--- config.mk ---
export PLATFORM = sky130hd
export DESIGN_NAME = decode_queue
export DESIGN_NICKNAME = d
export VERILOG_FILES = /design/src/rtl/decode_queue.sv
export SDC_FILE = /design/constraint.sdc
export NUM_CORES = 1
export LEC_CHECK = 0
export ABC_CLOCK_PERIOD_IN_PS = 5300
export CAP_MARGIN = 20
export CORE_ASPECT_RATIO = 0.6
export CORE_MARGIN = 1.5
export CORE_UTILIZATION = 54
export DETAILED_ROUTE_END_ITERATION = 7
export GPL_ROUTABILITY_DRIVEN = 0
export PLACE_DENSITY = 0.88
export RECOVER_POWER = 25
export SETUP_SLACK_MARGIN = 0.5
export SLEW_MARGIN = 20
export SYNTH_ARGS = -nofsm -noshare
export SYNTH_HDL_FRONTEND = slang
export SYNTH_SLANG_ARGS = --single-unit
--- constraint.sdc ---
create_clock -name clk -period 5.3 [get_ports clk]
set_input_delay 1.06 -clock clk [delete_from_list [all_inputs] [get_ports clk]]
set_output_delay 1.06 -clock clk [all_outputs]
set_load 0.01 [all_outputs]
--- src/rtl/decode_queue.sv ---
// Instruction queue between fetch and execute: buffers {instruction, PC} in a
// power-of-two FIFO and decodes the head entry into a registered output stage.
module decode_queue #(
    parameter int DEPTH  = 4,
    parameter bit EN_MEM = 1'b1
) (
    input  logic                     clk,
    input  logic                     rst,
    input  logic                     flush_i,
    input  logic                     inValid_i,
    output logic                     inReady_o,
    input  logic [31:0]              inInstruction_i,
    input  logic [31:0]              inPC_i,
    output logic                     outValid_o,
    input  logic                     outReady_i,
    output logic [31:0]              outPC_o,
    output logic [31:0]              outInstruction_o,
    output logic [6:0]               opcode_o,
    output logic [4:0]               rd_o,
    output logic [4:0]               rs1_o,
    output logic [4:0]               rs2_o,
    output logic [2:0]               fun3_o,
    output logic [6:0]               fun7_o,
    output logic [31:0]              immediateValue_o,
    output logic                     enRegWrite_o,
    output logic                     enALU_o,
    output logic                     useImmediate_o,
    output logic                     isBranch_o,
    output logic                     isJump_o,
    output logic                     isLoad_o,
    output logic                     isStore_o,
    output logic [3:0]               opALU_o,
    output logic                     isRT_o,
    output logic                     isIT_o,
    output logic                     isBT_o,
    output logic                     isJT_o,
    output logic                     isVI_o,
    output logic [$clog2(DEPTH):0]   count_o
);
    localparam int AW = $clog2(DEPTH);
    localparam int CW = AW + 1;
    localparam logic [CW-1:0] DEPTH_C = CW'(DEPTH);

    localparam logic [6:0] OP_R     = 7'b0110011;
    localparam logic [6:0] OP_I     = 7'b0010011;
    localparam logic [6:0] OP_B     = 7'b1100011;
    localparam logic [6:0] OP_JAL   = 7'b1101111;
    localparam logic [6:0] OP_JALR  = 7'b1100111;
    localparam logic [6:0] OP_LOAD  = 7'b0000011;
    localparam logic [6:0] OP_STORE = 7'b0100011;
    localparam logic [6:0] OP_LUI   = 7'b0110111;
    localparam logic [6:0] OP_AUIPC = 7'b0010111;

    typedef struct packed {
        logic [6:0]  opcode;
        logic [4:0]  rd;
        logic [4:0]  rs1;
        logic [4:0]  rs2;
        logic [2:0]  fun3;
        logic [6:0]  fun7;
        logic [31:0] imm;
        logic        en_reg_write;
        logic        en_alu;
        logic        use_imm;
        logic        is_branch;
        logic        is_jump;
        logic        is_load;
        logic        is_store;
        logic [3:0]  op_alu;
        logic        is_rt;
        logic        is_it;
        logic        is_bt;
        logic        is_jt;
        logic        is_vi;
    } dec_t;

    logic [63:0]   mem_q [DEPTH];
    logic [AW-1:0] wr_ptr_q, wr_ptr_d;
    logic [AW-1:0] rd_ptr_q, rd_ptr_d;
    logic [CW-1:0] count_q, count_d;
    logic          out_valid_q;
    logic [31:0]   out_pc_q, out_instr_q;
    dec_t          dec_q, dec_d;

    logic        push, load;
    logic [31:0] ins, head_pc;
    logic [2:0]  f3;
    logic [6:0]  f7;
    logic        alt, f7_zero;
    logic [3:0]  alu_f3;
    logic [31:0] imm_i, imm_s, imm_b, imm_u, imm_j;

    assign inReady_o = !rst && !flush_i && (count_q < DEPTH_C);
    assign push      = inValid_i && inReady_o;
    assign load      = (count_q != '0) && (!out_valid_q || outReady_i) && !flush_i;

    // Storage array has no reset: contents are meaningless once count is zero.
    always_ff @(posedge clk) begin
        if (push) begin
            mem_q[wr_ptr_q] <= {inInstruction_i, inPC_i};
        end
    end

    assign ins     = mem_q[rd_ptr_q][63:32];
    assign head_pc = mem_q[rd_ptr_q][31:0];
    assign f3      = ins[14:12];
    assign f7      = ins[31:25];
    assign alt     = (f7 == 7'b0100000);
    assign f7_zero = (f7 == 7'b0000000);

    assign imm_i = {{20{ins[31]}}, ins[31:20]};
    assign imm_s = {{20{ins[31]}}, ins[31:25], ins[11:7]};
    assign imm_b = {{19{ins[31]}}, ins[31], ins[7], ins[30:25], ins[11:8], 1'b0};
    assign imm_u = {ins[31:12], 12'b0};
    assign imm_j = {{11{ins[31]}}, ins[31], ins[19:12], ins[20], ins[30:21], 1'b0};

    always_comb begin
        alu_f3 = 4'b0000;
        case (f3)
            3'b000: alu_f3 = 4'b0000;
            3'b001: alu_f3 = 4'b0111;
            3'b010: alu_f3 = 4'b0101;
            3'b011: alu_f3 = 4'b0110;
            3'b100: alu_f3 = 4'b0100;
            3'b101: alu_f3 = 4'b1000;
            3'b110: alu_f3 = 4'b0011;
            3'b111: alu_f3 = 4'b0010;
            default: alu_f3 = 4'b0000;
        endcase
    end

    // Anything not matched leaves controls, class, opALU and immediate at zero.
    always_comb begin
        dec_d = '0;
        case (ins[6:0])
            OP_R: begin
                if (f7_zero || (alt && (f3 == 3'b000 || f3 == 3'b101))) begin
                    dec_d.is_vi        = 1'b1;
                    dec_d.is_rt        = 1'b1;
                    dec_d.en_reg_write = 1'b1;
                    dec_d.en_alu       = 1'b1;
                    dec_d.op_alu       = alu_f3 | {3'b000, alt};
                end
            end
            OP_I: begin
                if ((f3 != 3'b001 || f7_zero) && (f3 != 3'b101 || f7_zero || alt)) begin
                    dec_d.is_vi        = 1'b1;
                    dec_d.is_it        = 1'b1;
                    dec_d.en_reg_write = 1'b1;
                    dec_d.en_alu       = 1'b1;
                    dec_d.use_imm      = 1'b1;
                    dec_d.op_alu       = alu_f3 | {3'b000, (f3 == 3'b101) && alt};
                    dec_d.imm          = imm_i;
                end
            end
            OP_B: begin
                if (f3 != 3'b010 && f3 != 3'b011) begin
                    dec_d.is_vi     = 1'b1;
                    dec_d.is_bt     = 1'b1;
                    dec_d.is_branch = 1'b1;
                    dec_d.en_alu    = 1'b1;
                    dec_d.imm       = imm_b;
                    case (f3[2:1])
                        2'b00:   dec_d.op_alu = 4'b0001;
                        2'b10:   dec_d.op_alu = 4'b0101;
                        default: dec_d.op_alu = 4'b0110;
                    endcase
                end
            end
            OP_JAL: begin
                dec_d.is_vi        = 1'b1;
                dec_d.is_jt        = 1'b1;
                dec_d.is_jump      = 1'b1;
                dec_d.en_reg_write = 1'b1;
                dec_d.imm          = imm_j;
            end
            OP_JALR: begin
                if (f3 == 3'b000) begin
                    dec_d.is_vi        = 1'b1;
                    dec_d.is_it        = 1'b1;
                    dec_d.is_jump      = 1'b1;
                    dec_d.en_reg_write = 1'b1;
                    dec_d.use_imm      = 1'b1;
                    dec_d.imm          = imm_i;
                end
            end
            OP_LOAD: begin
                if (EN_MEM && f3 != 3'b011 && f3[2:1] != 2'b11) begin
                    dec_d.is_vi        = 1'b1;
                    dec_d.is_it        = 1'b1;
                    dec_d.is_load      = 1'b1;
                    dec_d.en_reg_write = 1'b1;
                    dec_d.en_alu       = 1'b1;
                    dec_d.use_imm      = 1'b1;
                    dec_d.imm          = imm_i;
                end
            end
            OP_STORE: begin
                if (EN_MEM && f3[2] == 1'b0 && f3 != 3'b011) begin
                    dec_d.is_vi    = 1'b1;
                    dec_d.is_store = 1'b1;
                    dec_d.en_alu   = 1'b1;
                    dec_d.use_imm  = 1'b1;
                    dec_d.imm      = imm_s;
                end
            end
            OP_LUI, OP_AUIPC: begin
                if (EN_MEM) begin
                    dec_d.is_vi        = 1'b1;
                    dec_d.en_reg_write = 1'b1;
                    dec_d.en_alu       = 1'b1;
                    dec_d.use_imm      = 1'b1;
                    dec_d.imm          = imm_u;
                end
            end
            default: dec_d.is_vi = 1'b0;
        endcase
        dec_d.opcode = ins[6:0];
        dec_d.rd     = ins[11:7];
        dec_d.rs1    = ins[19:15];
        dec_d.rs2    = ins[24:20];
        dec_d.fun3   = f3;
        dec_d.fun7   = f7;
    end

    always_comb begin
        wr_ptr_d = wr_ptr_q;
        rd_ptr_d = rd_ptr_q;
        count_d  = count_q;
        if (flush_i) begin
            wr_ptr_d = '0;
            rd_ptr_d = '0;
            count_d  = '0;
        end else begin
            if (push) wr_ptr_d = wr_ptr_q + AW'(1);
            if (load) rd_ptr_d = rd_ptr_q + AW'(1);
            case ({push, load})
                2'b10:   count_d = count_q + CW'(1);
                2'b01:   count_d = count_q - CW'(1);
                default: count_d = count_q;
            endcase
        end
    end

    always_ff @(posedge clk or posedge rst) begin
        if (rst) begin
            wr_ptr_q    <= '0;
            rd_ptr_q    <= '0;
            count_q     <= '0;
            out_valid_q <= 1'b0;
            out_pc_q    <= '0;
            out_instr_q <= '0;
            dec_q       <= '0;
        end else begin
            wr_ptr_q <= wr_ptr_d;
            rd_ptr_q <= rd_ptr_d;
            count_q  <= count_d;
            if (flush_i) begin
                out_valid_q <= 1'b0;
            end else if (load) begin
                out_valid_q <= 1'b1;
                out_pc_q    <= head_pc;
                out_instr_q <= ins;
                dec_q       <= dec_d;
            end else if (outReady_i) begin
                out_valid_q <= 1'b0;
            end
        end
    end

    assign outValid_o       = out_valid_q;
    assign outPC_o          = out_pc_q;
    assign outInstruction_o = out_instr_q;
    assign count_o          = count_q;
    assign opcode_o         = dec_q.opcode;
    assign rd_o             = dec_q.rd;
    assign rs1_o            = dec_q.rs1;
    assign rs2_o            = dec_q.rs2;
    assign fun3_o           = dec_q.fun3;
    assign fun7_o           = dec_q.fun7;
    assign immediateValue_o = dec_q.imm;
    assign enRegWrite_o     = dec_q.en_reg_write;
    assign enALU_o          = dec_q.en_alu;
    assign useImmediate_o   = dec_q.use_imm;
    assign isBranch_o       = dec_q.is_branch;
    assign isJump_o         = dec_q.is_jump;
    assign isLoad_o         = dec_q.is_load;
    assign isStore_o        = dec_q.is_store;
    assign opALU_o          = dec_q.op_alu;
    assign isRT_o           = dec_q.is_rt;
    assign isIT_o           = dec_q.is_it;
    assign isBT_o           = dec_q.is_bt;
    assign isJT_o           = dec_q.is_jt;
    assign isVI_o           = dec_q.is_vi;

endmodule

==> results of run 1 <==
[registers in the layout, summed over array words and instances, names as in the netlist, 2 cells and up]
name              count
count_o               3
mem_q               256
immediateValue_o     32
rd_ptr_q              2
outInstruction_o     32
wr_ptr_q              2
outPC_o              32
opALU_o               4
[cells by family (layout without fill, tap and decap cells)]
group / after synthesis / after routing
AOI/OAI and AO/OA: 81 / 81
xor gates and xnor gates: 5 / 5
adders and majority gates: 10 / 10
buffers and inverters: 91 / 303
DFF: 375 / 375
muxes: 67 / 67
other: 0 / 6
and+or+nand+nor: 304 / 304
[path summary, 6_finish.rpt]
kind,from,endpoint,slack (ns),depth (start not counted)
setup / recovery,flush_i,inReady_o,1.16,3
hold / removal,outPC_o[24],outPC_o[24],0.47,2
setup reg to reg,rd_ptr_q[0],immediateValue_o[30],1.47,9
hold reg to reg,outPC_o[24],outPC_o[24],0.47,2
max in group asynchronous,rst,immediateValue_o[15],3.23,3
min in group asynchronous,rst,outPC_o[21],1.08,2
[area by class of cell]
cell class,count,area share
Sequential cell,375,0.586
Multi-Input combinational cell,467,0.198
Timing Repair Buffer,223,0.122
Clock buffer,48,0.0542
Tap cell,360,0.0247
Clock inverter,15,0.00997
Inverter,17,0.00378
Antenna cell,6,0.000825
[power by group through the flow]
stage,combinational (mW),sequential (mW),clock [mW]
after floorplan,1.40,3.83,0
after global placement,2.36,3.85,0
after detailed placement,2.42,3.86,0
after CTS,2.44,3.80,2.60
after global routing,2.60,3.84,2.73
final,2.41,3.80,2.57
[cell usage in the layout, fill, tap and decap left out, drive strengths merged, types with 9 or more instances in the layout]
master / instances
nor2: 19
inv: 17
clkbuf: 48
edfxtp: 256
o21ai: 21
o211ai: 19
dfrtp: 119
dlygate4sd3: 58
clkdlybuf4s50: 159
mux4: 65
a21oi: 9
a22oi: 10
clkinv: 11
ha: 9
nand2: 239
[per-layer routing]
layer | up-vias | global-route usage | part of all wire
met3 | 60 | 0.0618 | 0.093
met1 | 4355 | 0.343 | 0.43
met5 | - | 0 | 0.0017
met4 | 8 | 0.0602 | 0.017
li1 | 3801 | - | -
met2 | 409 | 0.350 | 0.45
[worst max-delay path: cells and delay by family]
| family | cells | cell delay, ns |
|---|---|---|
| buffers and inverters | 2 | 1.30 |
| AND/OR/NAND/NOR | 1 | 0.71 |
==> impl_metrics.json, run 1 <==
{
  "cts_setup_buffers": 0,
  "endpoint_kind": "primary output",
  "die_h_um": 131,
  "synth-simple-area-share": 0.0881,
  "avgSynthCellArea_um2": 15.9,
  "root_buffer": "clkbuf_16",
  "clock-sinks": 375,
  "drive_above_1_share": 0.121,
  "finalMaxSlewViolations": 0,
  "swShare": 0.292,
  "synth_top_area_share": 0.520,
  "grt_usage": 0.233,
  "required_ns": 4.24,
  "syn2layout_area_growth_pct": 23.1,
  "tns_ns": 0,
  "rsz0062_at_grt": "no",
  "layoutNonFillerInstCount": 1511,
  "vias_per_cell": 5.71,
  "yosysTopAreaCell": "edfxtp_1",
  "critPathArrivalTime_ns": 3.08,
  "yosys.area_share.xor_xnor": 0.00296,
  "fp.dieW_um": 217,
  "yosys_register_bits": 375,
  "cts.repair.resized": 0,
  "synth_compound_area_frac": 0.0387,
  "cp_common_cell": "clkdlybuf4s50_1",
  "fmax_mhz": 242,
  "maxCapViolCount": 0,
  "vias": 8633,
  "synth_cell_type_count": 65,
  "synth_top_flop_cell": "edfxtp_1",
  "path_cells": "clkdlybuf4s50_1 > nor3_1 > clkdlybuf4s50_1",
  "grt_pass1_wl_um": 50700,
  "tightest_slew_ns": 1.06,
  "seq_area_frac_synth": 0.721,
  "wl_per_cell_um": 21.5,
  "dp.cells": 1442,
  "synth_top_family_by_area": "multiplexers",
  "hold_path_class": "register to register",
  "clk_latency_ns": 0.53,
  "start_util": 0.555,
  "p_seq_frac": 0.433,
  "h-tree-depth": 2,
  "synth.area.top_cells": "edfxtp_1 52%, dfrtp_1 20%, mux4_2 8.2%",
  "syn_nets": 1012,
  "finalClockSkew_ns": 0.0165,
  "dieArea_um2": 28400,
  "synthMuxAreaShare": 0.103,
  "post-route-period-util": 0.781,
  "yosysWarnings": 0,
  "grt_overflow_total": 0,
  "antenna_found_initial": 10,
  "dp_slack_ns": 1.22,
  "dpl.hpwl_um": 20600,
  "design_area_um2": 18200,
  "p_per_area_nw_per_um2": 482,
  "cts.clk_slew.worst_paths_ns": 0.06,
  "synth_area_um2": 14800,
  "drcViolationCount": 0,
  "hold_ws_ns": 0.472,
  "hold_violations": 0,
  "hold_buffers": 0,
  "yosys-top-cells-count": "256 x edfxtp_1, 239 x nand2_1, 119 x dfrtp_1",
  "io_pins": 218,
  "critPathMaxStageDelay_ns": 0.71,
  "combPwrFrac": 0.275,
  "async_flop_share": 0.317,
  "detail-route-antenna-nets": 0,
  "final-setup-viol-count": 0,
  "grt_max_degree": 88,
  "peakVddDrop_v": 0.000463,
  "worst_path_max_delay_cell": "nor3_1",
  "grt_pass1_vias": 8843,
  "core_um2": 26600,
  "p_leak_nw": 6.82,
  "final_core_util": 0.683,
  "cts_buffers": 36,
  "placed_area_um2": 17000,
  "path_max_fanout": 11,
  "multi_input_area_um2": 3610,
  "synthAdderAreaFrac": 0.00897,
  "synth_most_common_cell": "edfxtp_1",
  "slew_headroom": 0.294,
  "worst_slack_ns": 1.16,
  "wl_um": 32400,
  "worst_setup_path_start_kind": "input port",
  "drtPass1Iterations": 7,
  "critical_path_class": "input port to primary output",
  "outcome": "finished clean",
  "drt-initial-drc-count": 961,
  "p_switching_mw": 2.56,
  "register_area_um2": 10700,
  "synthCells": 933,
  "internal-power_mw": 6.22,
  "cts_tree": "yes",
  "rows": 46,
  "finalPower_mw": 8.77,
  "final.fill_count": 1771,
  "cts.path.max_buffers": 3,
  "nets": 1199,
  "io_buffers": 217,
  "period_needed_ns": 4.14,
  "pwr-share-clk": 0.293,
  "synth-edff-count": 256
}
(Power assumes the default switching activity.)
==> run 2: changes to the inputs <==
ABC_CLOCK_PERIOD_IN_PS = 4250   (was 5300)
clock period = 4.25 ns   (was 5.3 ns; I/O delays follow)
==> impl_metrics.json, run 2 (synthesized netlist as in run 1, its figures left out) <==
{
  "antenna_found_initial": 9,
  "final-setup-viol-count": 0,
  "critPathArrivalTime_ns": 3.73,
  "wl_um": 33200,
  "endpoint_kind": "register",
  "final_cell_mix": "256 x edfxtp_1, 239 x nand2_1, 159 x clkdlybuf4s50_1",
  "required_ns": 4.61,
  "met2WireLength_um": 15600,
  "grt_pass1_vias": 8757,
  "io_pins": 218,
  "finalClockSkew_ns": 0.00902,
  "rsz0062_at_grt": "no",
  "dp_slack_ns": 0.648,
  "path_max_fanout": 26,
  "grt_usage": 0.239,
  "dr.max_layer_used": "met5",
  "mostFrequentLayoutCell": "edfxtp_1",
  "cts.clk_slew.worst_paths_ns": 0.06,
  "reg2reg_from": "rd_ptr_q[0]",
  "finalMaxSlewViolations": 0,
  "nets": 1206,
  "core_um2": 26600,
  "drive_above_1_share": 0.134,
  "rows": 46,
  "dieArea_um2": 28400,
  "grt_pass1_wl_um": 51500,
  "drtPass1Iterations": 5,
  "syn2layout_area_growth_pct": 24.0,
  "h-tree-depth": 2,
  "tns_ns": 0,
  "hold_violations": 0,
  "wl_per_cell_um": 21.8,
  "clock-sinks": 375,
  "peakVddDrop_v": 0.000491,
  "io_buffers": 217,
  "routed-wl-met3_um": 3000,
  "vias_per_cell": 5.67,
  "vias": 8623,
  "worst_slack_ns": 0.876,
  "period_needed_ns": 3.37,
  "p_per_area_nw_per_um2": 594,
  "maxCapViolCount": 0,
  "fmax_mhz": 296,
  "worst_setup_path_start_kind": "register",
  "hold_path_class": "register to register",
  "cts_buffers": 35,
  "post-route-period-util": 0.794,
  "fp.dieW_um": 217,
  "wl_met1_um": 14100,
  "p_leak_nw": 6.87,
  "dpl.hpwl_um": 21600,
  "grt_max_degree": 75,
  "slew_headroom": 0.546,
  "clk_latency_ns": 0.52,
  "drcViolationCount": 0,
  "outcome": "finished clean",
  "crit_start": "rd_ptr_q[0]",
  "grt_overflow_total": 0,
  "tightest_slew_ns": 0.679,
  "start_util": 0.555,
  "critical_path_class": "register to register",
  "cts.path.max_buffers": 3,
  "largest_register_ffs": 256,
  "die_h_um": 131,
  "min-delay-start": "outPC_o[6]",
  "root_buffer": "clkbuf_16",
  "drt-initial-drc-count": 798,
  "cts_tree": "yes",
  "largest-register": "mem_q",
  "detail-route-antenna-nets": 0
}
==> run 2: cell types whose count changed in the layout (fill, tap and decap cells not counted), sizes merged <==
cell | previous run | this run
clkbuf | 48 | 42
clkinvlp | 0 | 5
bufinv | 4 | 2
inv | 17 | 18
clkinv | 11 | 13
diode | 6 | 8
buf | 6 | 14
==> run 2: power breakdown <==
group / leakage [nW] / total [mW] / switching, mW / internal, mW
combinational: 2.45 / 3.08 / 1.52 / 1.56
sequential: 3.85 / 4.69 / 0.362 / 4.33
clock: 0.571 / 3.12 / 1.33 / 1.79
total: 6.87 / 10.9 / 3.21 / 7.69
==> run 2: final cells by class <==
class                      count  area [um2]
clock buffer                  42         986
timing repair buffer         231        2350
inverter                      17        67.6
fill                        1685        8320
clock inverter                21         171
sequential                   375       10700
antenna                        8        20.0
tap                          360         450
multi-input combinational    467        3610
==> run 2: through the flow <==
step / hold slack [ns] / util / std cells / total power, mW / instance area [um2]
floorplan: 0.491 / - / 933 / 6.53 / 14800
global placement: 0.459 / 0.644 / 1450 / 7.78 / 17200
detailed placement: 0.462 / 0.644 / 1450 / 7.86 / 17200
CTS: 0.481 / 0.687 / 1513 / 11.0 / 18300
global route: 0.501 / 0.687 / 1516 / 11.4 / 18300
finish: 0.475 / 0.688 / 1521 / 10.9 / 18300
==> run 2: metal layers <==
| layer | up-vias | global-route usage |
|---|---|---|
| li1 | 3818 | - |
| met1 | 4350 | 0.347 |
| met2 | 411 | 0.371 |
| met3 | 40 | 0.0597 |
| met4 | 4 | 0.0517 |
| met5 | - | 0 |
==> run 2: what timing repair did <==
action	4_1_cts	5_1_grt
hold buffers	0	0
setup endpoints to repair	0	11
resized for setup	0	1
setup buffers	0	0
==> run 2: final timing paths <==
kind	endpoint	slack [ns]	cells past startpoint
max in group asynchronous	immediateValue_o[22]	2.87	3
hold reg to reg	outPC_o[6]	0.48	2
hold / removal	outPC_o[6]	0.48	2
setup / recovery	immediateValue_o[29]	0.88	9
setup reg to reg	immediateValue_o[29]	0.88	9
min in group asynchronous	count_o[0]	0.87	3
==> run 2: worst max-delay path: stages (launching register included) <==
cell      delay (ns)
dfrtp_4         0.70
mux4_1          0.76
inv_1           0.17
ha_1            0.30
inv_1           0.12
a31oi_1         0.14
nand3b_2        0.22
nand4_1         0.16
o21ai_2         0.46
o211ai_1        0.17
